$ cat config.mk
export PLATFORM = sky130hd
export DESIGN_NAME = div_unit
export DESIGN_NICKNAME = d
export VERILOG_FILES = /design/src/rtl/div_unit.sv
export SDC_FILE = /design/constraint.sdc
export NUM_CORES = 1
export LEC_CHECK = 0
export ABC_AREA = 1
export CAP_MARGIN = 20
export CORE_MARGIN = 3
export CORE_UTILIZATION = 40
export CTS_CLUSTER_DIAMETER = 40
export CTS_CLUSTER_SIZE = 12
export DETAILED_ROUTE_END_ITERATION = 6
export PLACE_DENSITY = 0.58
export SLEW_MARGIN = 20
export SYNTH_ARGS = -nofsm -noshare
export SYNTH_HDL_FRONTEND = slang
export SYNTH_SLANG_ARGS = --single-unit
$ cat constraint.sdc
create_clock -name Clock -period 2.3 [get_ports Clock]
set_input_delay 0.46 -clock Clock [delete_from_list [all_inputs] [get_ports Clock]]
set_output_delay 0.46 -clock Clock [all_outputs]
set_load 0.02 [all_outputs]
$ cat src/rtl/div_unit.sv
// Signed sequential divider for the HI/LO path: restoring shift-subtract, one quotient bit per cycle.
// LO_Out = quotient, HI_Out = remainder (sign follows the dividend); all state moves on the falling clock edge.
//
// state | meaning
// IDLE  | waiting for a rising Div_Control sample
// INIT  | divide-by-zero check, take magnitudes and result signs
// RUN   | WIDTH shift-subtract iterations
// FIX   | apply signs, publish result, pulse Div_Done
module div_unit #(
  parameter int WIDTH = 32,
  parameter int CNT_W = 6
) (
  input  logic             Clock,
  input  logic             Reset,
  input  logic             Div_Control,
  input  logic [WIDTH-1:0] A,
  input  logic [WIDTH-1:0] B,
  output logic [WIDTH-1:0] HI_Out,
  output logic [WIDTH-1:0] LO_Out,
  output logic             Div_Busy,
  output logic             Div_Done,
  output logic             Div_Zero
);

  typedef enum logic [1:0] {IDLE, INIT, RUN, FIX} state_t;

  localparam logic [CNT_W-1:0] LAST_CNT = CNT_W'(WIDTH - 1);

  state_t             state, state_nx;
  logic               ctl_prev;
  logic [WIDTH-1:0]   a_reg, b_reg;
  logic [WIDTH-1:0]   dvd, dvs;
  logic [WIDTH:0]     acc;
  logic [CNT_W-1:0]   cnt;
  logic               sq, sr, dz;

  logic               start;
  logic [WIDTH-1:0]   a_abs, b_abs;
  logic [WIDTH:0]     acc_sh, acc_nx;
  logic               ge;

  assign start = (state == IDLE) && Div_Control && !ctl_prev;

  // The most negative dividend wraps to 2**(WIDTH-1), which is the correct unsigned magnitude.
  assign a_abs = a_reg[WIDTH-1] ? -a_reg : a_reg;
  assign b_abs = b_reg[WIDTH-1] ? -b_reg : b_reg;

  assign acc_sh = {acc[WIDTH-1:0], dvd[WIDTH-1]};
  assign ge     = acc_sh >= {1'b0, dvs};
  assign acc_nx = ge ? (acc_sh - {1'b0, dvs}) : acc_sh;

  always_ff @(negedge Clock or negedge Reset) begin
    if (!Reset) state <= IDLE;
    else        state <= state_nx;
  end

  always_comb begin
    state_nx = state;
    case (state)
      IDLE: if (start) state_nx = INIT;
      INIT: state_nx = (b_reg == '0) ? FIX : RUN;
      RUN:  if (cnt == LAST_CNT) state_nx = FIX;
      FIX:  state_nx = IDLE;
      default: state_nx = IDLE;
    endcase
  end

  always_ff @(negedge Clock or negedge Reset) begin
    if (!Reset) begin
      ctl_prev <= 1'b0;
      a_reg    <= '0;
      b_reg    <= '0;
      dvd      <= '0;
      dvs      <= '0;
      acc      <= '0;
      cnt      <= '0;
      sq       <= 1'b0;
      sr       <= 1'b0;
      dz       <= 1'b0;
      HI_Out   <= '0;
      LO_Out   <= '0;
      Div_Busy <= 1'b0;
      Div_Done <= 1'b0;
      Div_Zero <= 1'b0;
    end else begin
      ctl_prev <= Div_Control;
      Div_Done <= 1'b0;
      case (state)
        IDLE: begin
          if (start) begin
            a_reg    <= A;
            b_reg    <= B;
            Div_Busy <= 1'b1;
          end
        end
        INIT: begin
          Div_Zero <= (b_reg == '0);
          dz       <= (b_reg == '0);
          dvd      <= a_abs;
          dvs      <= b_abs;
          sq       <= a_reg[WIDTH-1] ^ b_reg[WIDTH-1];
          sr       <= a_reg[WIDTH-1];
          acc      <= '0;
          cnt      <= '0;
        end
        RUN: begin
          acc <= acc_nx;
          dvd <= {dvd[WIDTH-2:0], ge};
          cnt <= cnt + 1'b1;
        end
        FIX: begin
          // A zero divisor still passes through here so its Done pulse lands two edges after start.
          if (!dz) begin
            LO_Out <= sq ? -dvd : dvd;
            HI_Out <= sr ? -acc[WIDTH-1:0] : acc[WIDTH-1:0];
          end
          Div_Done <= 1'b1;
          Div_Busy <= 1'b0;
        end
        default: ;
      endcase
    end
  end

endmodule

# --- Yosys cells after proc, flatten, opt, wreduce, memory -nomap -nowiden ---
# Cells that the tools add are included.
word_totals:
  regBits: 238
  input_bits: 67
  out_inout_bits: 67
  word_cells: 56
classes:
  add_sub_neg: 6
  magnitude_cmp: 1
  n_eq_ne: 6
  mux: 15
  bitwise_logic: 2
  reduce_logical: 11
ops:
  columns: ["operator", "count"]
  rows:
  - ["$mux W32", 5]
  - ["$neg A32 Y32", 4]
  - ["$pmux W32 S2", 2]
  - ["$ge A33 B32 Y1", 1]
  - ["$logic_not A32 Y1", 1]
  - ["$sub A32 B32 Y32", 1]
  - ["$pmux W6 S2", 1]
  - ["$pmux W2 S4", 1]
  - ["$reduce_and A2 Y1", 4]
  - ["$add A6 B1 Y6 const B", 1]
  - ["$eq A6 B5 Y1 const B", 1]
  - ["$eq A2 B2 Y1 const B", 2]
  - ["$mux W2", 2]
  - ["$ne A2 B2 Y1 const B", 2]
  - ["$reduce_bool A2 Y1", 2]
  - ["$mux W1", 3]
  - ["$eq A2 B1 Y1 const B", 1]
  - ["$logic_and A1 B1 Y1", 2]
  - ["$logic_not A2 Y1", 1]
  - ["$pmux W1 S2", 1]
  - ["$logic_not A1 Y1", 1]
  - ["$not A1 Y1", 1]
  - ["$xor A1 B1 Y1", 1]

# --- Depth between registers and ports, before layout ---
depth:
  depth_word: 5
  mapped_depth: 16
  mapped_depth_nobuf: 16

==> tab_implementation.tex <==
\begin{tabular}{lr}
\hline
Metric & Value \\
\hline
\multicolumn{2}{l}{\textbf{STA}} \\
Worst hold slack after final layout & 427 ps \\
Worst slew margin relative to its limit & 59.5\% \\
Slew at the pin closest to its max-slew limit & 606 ps \\
Max-slew violations & 0 \\
Largest clock skew in the final design & 27.5 ps \\
Final hold violations & 0 \\
Minimum setup slack in the final design & -466 ps \\
Unrepaired setup endpoints after global routing & true \\
Setup Viol. Count Final & 67 \\
\multicolumn{2}{l}{\textbf{Place}} \\
Number of buffer cells added on primary ports & 133 \\
HPWL Detailed & 38,100 um \\
GP Congestion & 0.945 \\
\multicolumn{2}{l}{\textbf{Clock network}} \\
Root buffer cell & sky130\_fd\_sc\_hd\_\_clkbuf\_16 \\
Clock tree buffer depth & 3 \\
Clock sink total & 238 \\
Total CTS buffers & 45 \\
Clock edge transition at the registers on the reported setup and hold paths & 40 ps \\
Number of H-tree branching levels & 2 \\
CTS tree & yes \\
Clock insertion delay at the later pin of the skew report & 550 ps \\
\multicolumn{2}{l}{\textbf{Routing}} \\
Number of routed nets with antenna violations & 0 \\
Post-DR wirelength/cell & 15.4 um \\
Number of DRC markers in iteration 0 & 1,070 \\
Met1 layer wirelength in the final routing & 25,300 um \\
Top Layer Used & met4 \\
Via density & 4.91 \\
Post-detailed-route DRC marker count & 0 \\
Count of TritonRoute iterations in the first routing pass & 5 \\
Amount of wire on met2 after detailed routing & 19,800 um \\
Routed WL & 48,900 um \\
Routed wire length on met3 & 2790 um \\
Routed vias & 15,600 \\
\multicolumn{2}{l}{\textbf{Cells and area}} \\
Count of inserted antenna diode cells & 0 \\
Fraction of layout cells with a size suffix above 1 & 18.0\% \\
Synthesis-to-layout area growth & 35.2\% \\
Final layout net count & 2,732 \\
\multicolumn{2}{l}{\textbf{Setup path}} \\
Slowest-stage cell, CP & sky130\_fd\_sc\_hd\_\_dfrtn\_1 \\
Worst-path cell chain & buf\_6 \\
Crit path depth & 1 \\
Crit end category & output pin \\
Arrival time of the worst setup path & 2310 ps \\
Worst Path Max Fanout & 2 \\
CP peak stage delay & 470 ps \\
WP data required & 1840 ps \\
RR Endpoint & acc[28] \\
Buffers and inverters on the worst path & 1 \\
Category of the worst setup path launch point & flip-flop \\
Setup slack of the worst register-to-register path & 70 ps \\
Start of the worst register-to-register path & dvd[31] \\
Cells on worst reg2reg path & 14 \\
Top cell family by delay on the critical path & flip-flops \\
Critical path class & reg -> out \\
\multicolumn{2}{l}{\textbf{Synthesis}} \\
Largest family of logic cells by synthesized area & simple AND/OR/NAND/NOR gates \\
Mean post-synth cell area & 6.79 um2 \\
Ranking of synthesized cells by area & sky130\_fd\_sc\_hd\_\_dfrtn\_1 38\%, sky130\_fd\_sc\_hd\_\_nand2\_1 19\%, sky130\_fd\_sc\_hd\_\_inv\_1 7.5\% \\
Warnings, synthesis & 0 \\
Post-synthesis simple-gate area fraction & 35.5\% \\
Area share of fa/ha/maj cells after synthesis & 3.40\% \\
Most used DFF post-synth & sky130\_fd\_sc\_hd\_\_dfrtn\_1 \\
Mapped cell area & 15,700 um2 \\
Synth top area share & 38.0\% \\
Xor and xnor area share after synthesis & 4.36\% \\
Proportion of synthesized area in mux cells & 0\% \\
Unique masters post-synth & 43 \\
Number of synthesized register bits & 238 \\
Fraction of registers with async set or reset after synthesis & 100\% \\
Gate Count Post-Synth & 2,310 \\
Compound-cell area share of the yosys netlist & 8.90\% \\
Cell type contributing the most total cell area after synthesis & sky130\_fd\_sc\_hd\_\_dfrtn\_1 \\
Synthesized net count & 2,419 \\
Part of the Yosys area used for sequential elements & 38.0\% \\
EDFF count, synth & 0 \\
\multicolumn{2}{l}{\textbf{Worst hold path}} \\
Hold-critical path endpoint & dvs[27] \\
Path type of the worst min-delay path & reg -> reg \\
Worst Hold Depth & 2 \\
Worst Hold Launch & dvs[27] \\
\multicolumn{2}{l}{\textbf{Floorplanning}} \\
Std-Cell Core Area & 38,100 um2 \\
Die height & 204 um \\
Std-Cell Rows & 71 \\
Starting density of the core & 41.1\% \\
Ports placed on the boundary & 134 \\
Chip Width & 204 um \\
Die area & 41,600 um2 \\
\multicolumn{2}{l}{\textbf{Global routing}} \\
Number of global-route vias before repair & 14,700 \\
Gr usage total & 23.5\% \\
Pin count of the biggest net entering global routing & 53 \\
Overflow after GRT & 0 \\
Initial antenna violation count & 0 \\
Global-route wire length before repair & 78,600 um \\
\multicolumn{2}{l}{\textbf{Power}} \\
IR Drop Worst-Case VDD & 659 uV \\
Power density over the cells & 1490 nW/um2 \\
Total Power & 0.0317 W \\
Leakage power & 11.0 nW \\
\multicolumn{2}{l}{\textbf{Outcome}} \\
Outcome & complete, but fails checks \\
Failing checks & setup timing \\
\multicolumn{2}{l}{\textbf{Job}} \\
Max-Cap Viols & 0 \\
\hline
\end{tabular}
==> placed cells by master (no fill, tap or decap), types with 5 or more instances in the layout <==
cell	count
sky130_fd_sc_hd__nand2_1	789
sky130_fd_sc_hd__inv_1	309
sky130_fd_sc_hd__dfrtn_1	238
sky130_fd_sc_hd__nand3_1	198
sky130_fd_sc_hd__buf_4	190
sky130_fd_sc_hd__nor2_1	162
sky130_fd_sc_hd__o21ai_0	135
sky130_fd_sc_hd__buf_6	69
sky130_fd_sc_hd__clkdlybuf4s50_1	64
sky130_fd_sc_hd__xor2_1	61
sky130_fd_sc_hd__clkbuf_16	46
sky130_fd_sc_hd__nand2_2	44
sky130_fd_sc_hd__a21oi_1	34
sky130_fd_sc_hd__nor3_1	31
sky130_fd_sc_hd__ha_4	29
sky130_fd_sc_hd__nand4_1	26
sky130_fd_sc_hd__o22ai_1	18
sky130_fd_sc_hd__xnor2_1	17
sky130_fd_sc_hd__o21bai_1	14
sky130_fd_sc_hd__buf_12	13
sky130_fd_sc_hd__nor2_2	12
sky130_fd_sc_hd__ha_1	12
sky130_fd_sc_hd__inv_2	11
sky130_fd_sc_hd__o221ai_1	11
sky130_fd_sc_hd__a31oi_1	11
sky130_fd_sc_hd__nand3_2	10
sky130_fd_sc_hd__nand3b_1	9
sky130_fd_sc_hd__o211ai_1	8
sky130_fd_sc_hd__and2_1	6
sky130_fd_sc_hd__clkbuf_1	6
sky130_fd_sc_hd__bufinv_16	6
sky130_fd_sc_hd__inv_6	6
sky130_fd_sc_hd__nor2_4	5
sky130_fd_sc_hd__nor4_1	5
sky130_fd_sc_hd__o31ai_1	5
sky130_fd_sc_hd__or2_2	5
sky130_fd_sc_hd__clkbuf_8	5
==> metal layers <==
metal | GRT usage, % | up-vias
li1 | - | 7959
met1 | 37.2 | 7111
met2 | 33.1 | 441
met3 | 3.22 | 65
met4 | 6.71 | 0
met5 | 0 | -
==> worst reg2reg max path: stages (launching register included) <==
cell and delay [ps]:
sky130_fd_sc_hd__dfrtn_1 350, sky130_fd_sc_hd__inv_2 130, sky130_fd_sc_hd__ha_1 180, sky130_fd_sc_hd__inv_1 70, sky130_fd_sc_hd__fa_2 400, sky130_fd_sc_hd__nand2_1 100
sky130_fd_sc_hd__nand2_2 80, sky130_fd_sc_hd__nand2_1 80, sky130_fd_sc_hd__nand3_1 150, sky130_fd_sc_hd__nand2_1 190, sky130_fd_sc_hd__nand2_1 80, sky130_fd_sc_hd__nand2_1 90
sky130_fd_sc_hd__nand3_2 80, sky130_fd_sc_hd__nand2_1 70, sky130_fd_sc_hd__nand2_1 40
==> cells in the mapped netlist (all sizes together), types with 2 or more instances <==
| library cell | count |
|---|---|
| clkbuf | 56 |
| o22ai | 18 |
| nor2 | 179 |
| nand2 | 837 |
| o21a | 2 |
| xor2 | 61 |
| nand4 | 26 |
| xnor2 | 17 |
| a31oi | 11 |
| buf | 17 |
| o31ai | 5 |
| nand3b | 9 |
| ha | 41 |
| o221ai | 11 |
| o211ai | 8 |
| nand3 | 208 |
| a21oi | 36 |
| nor3 | 34 |
| nor4 | 5 |
| dfrtn | 238 |
| and2 | 6 |
| inv | 320 |
| o21bai | 14 |
| or2 | 7 |
| o21ai | 139 |
==> power breakdown <==
group	internal [W]	switching (W)
clock	0.00457	0.00238
combinational	0.00687	0.0102
sequential	0.00609	0.00156
==> how the worst max path moves through the flow <==
stage / endpoint / start / slack [ps]
after floorplan: b_reg[31] / Div_Control / -50
after global placement: state[0] / Div_Control / -630
after detailed placement: b_reg[9] / Div_Control / -650
after CTS: LO_Out[3] / LO_Out[3] / -480
after global routing: LO_Out[1] / LO_Out[1] / -500
final: LO_Out[1] / LO_Out[1] / -470
==> what timing repair did <==
action                                  in CTS  in global routing
hold buffers                                 0                  0
resized for setup                          413                 51
setup buffers                               29                 22
endpoints found under the setup margin     118                102
pin swaps                                    1                  3
==> per-stage QoR <==
step | setup TNS [ps] | utilization (%) | setup WS, ps | area, um2 | cells
2_1_floorplan | -1980 | - | -46.8 | 15700 | 2310
5_1_grt | -29940 | 55.6 | -497 | 21200 | 3171
4_1_cts | -29220 | 54.3 | -483 | 20700 | 3149
3_5_place_dp | -61230 | 49.0 | -647 | 18700 | 3036
3_3_place_gp | -59470 | 49.0 | -631 | 18700 | 3036
6_report | -27410 | 55.6 | -466 | 21200 | 3171
==> logic make-up (layout without fill, tap and decap cells) <==
family	Yosys count	after routing
and+or+nand+nor	1312	1312
xor gates and xnor gates	78	78
buffers and inverters	394	744
DFF	238	238
AOI/OAI and AO/OA	246	246
adders and majority gates	42	42
==> final cells by class <==
cell class / instances / area, um2
tap: 511 / 639
fill: 3633 / 16900
clock buffer: 57 / 1240
clock inverter: 27 / 370
sequential: 238 / 5960
multi-input combinational: 1678 / 8650
timing repair buffer: 339 / 3140
inverter: 321 / 1200
Note: power is estimated with default switching activity, not from simulation.
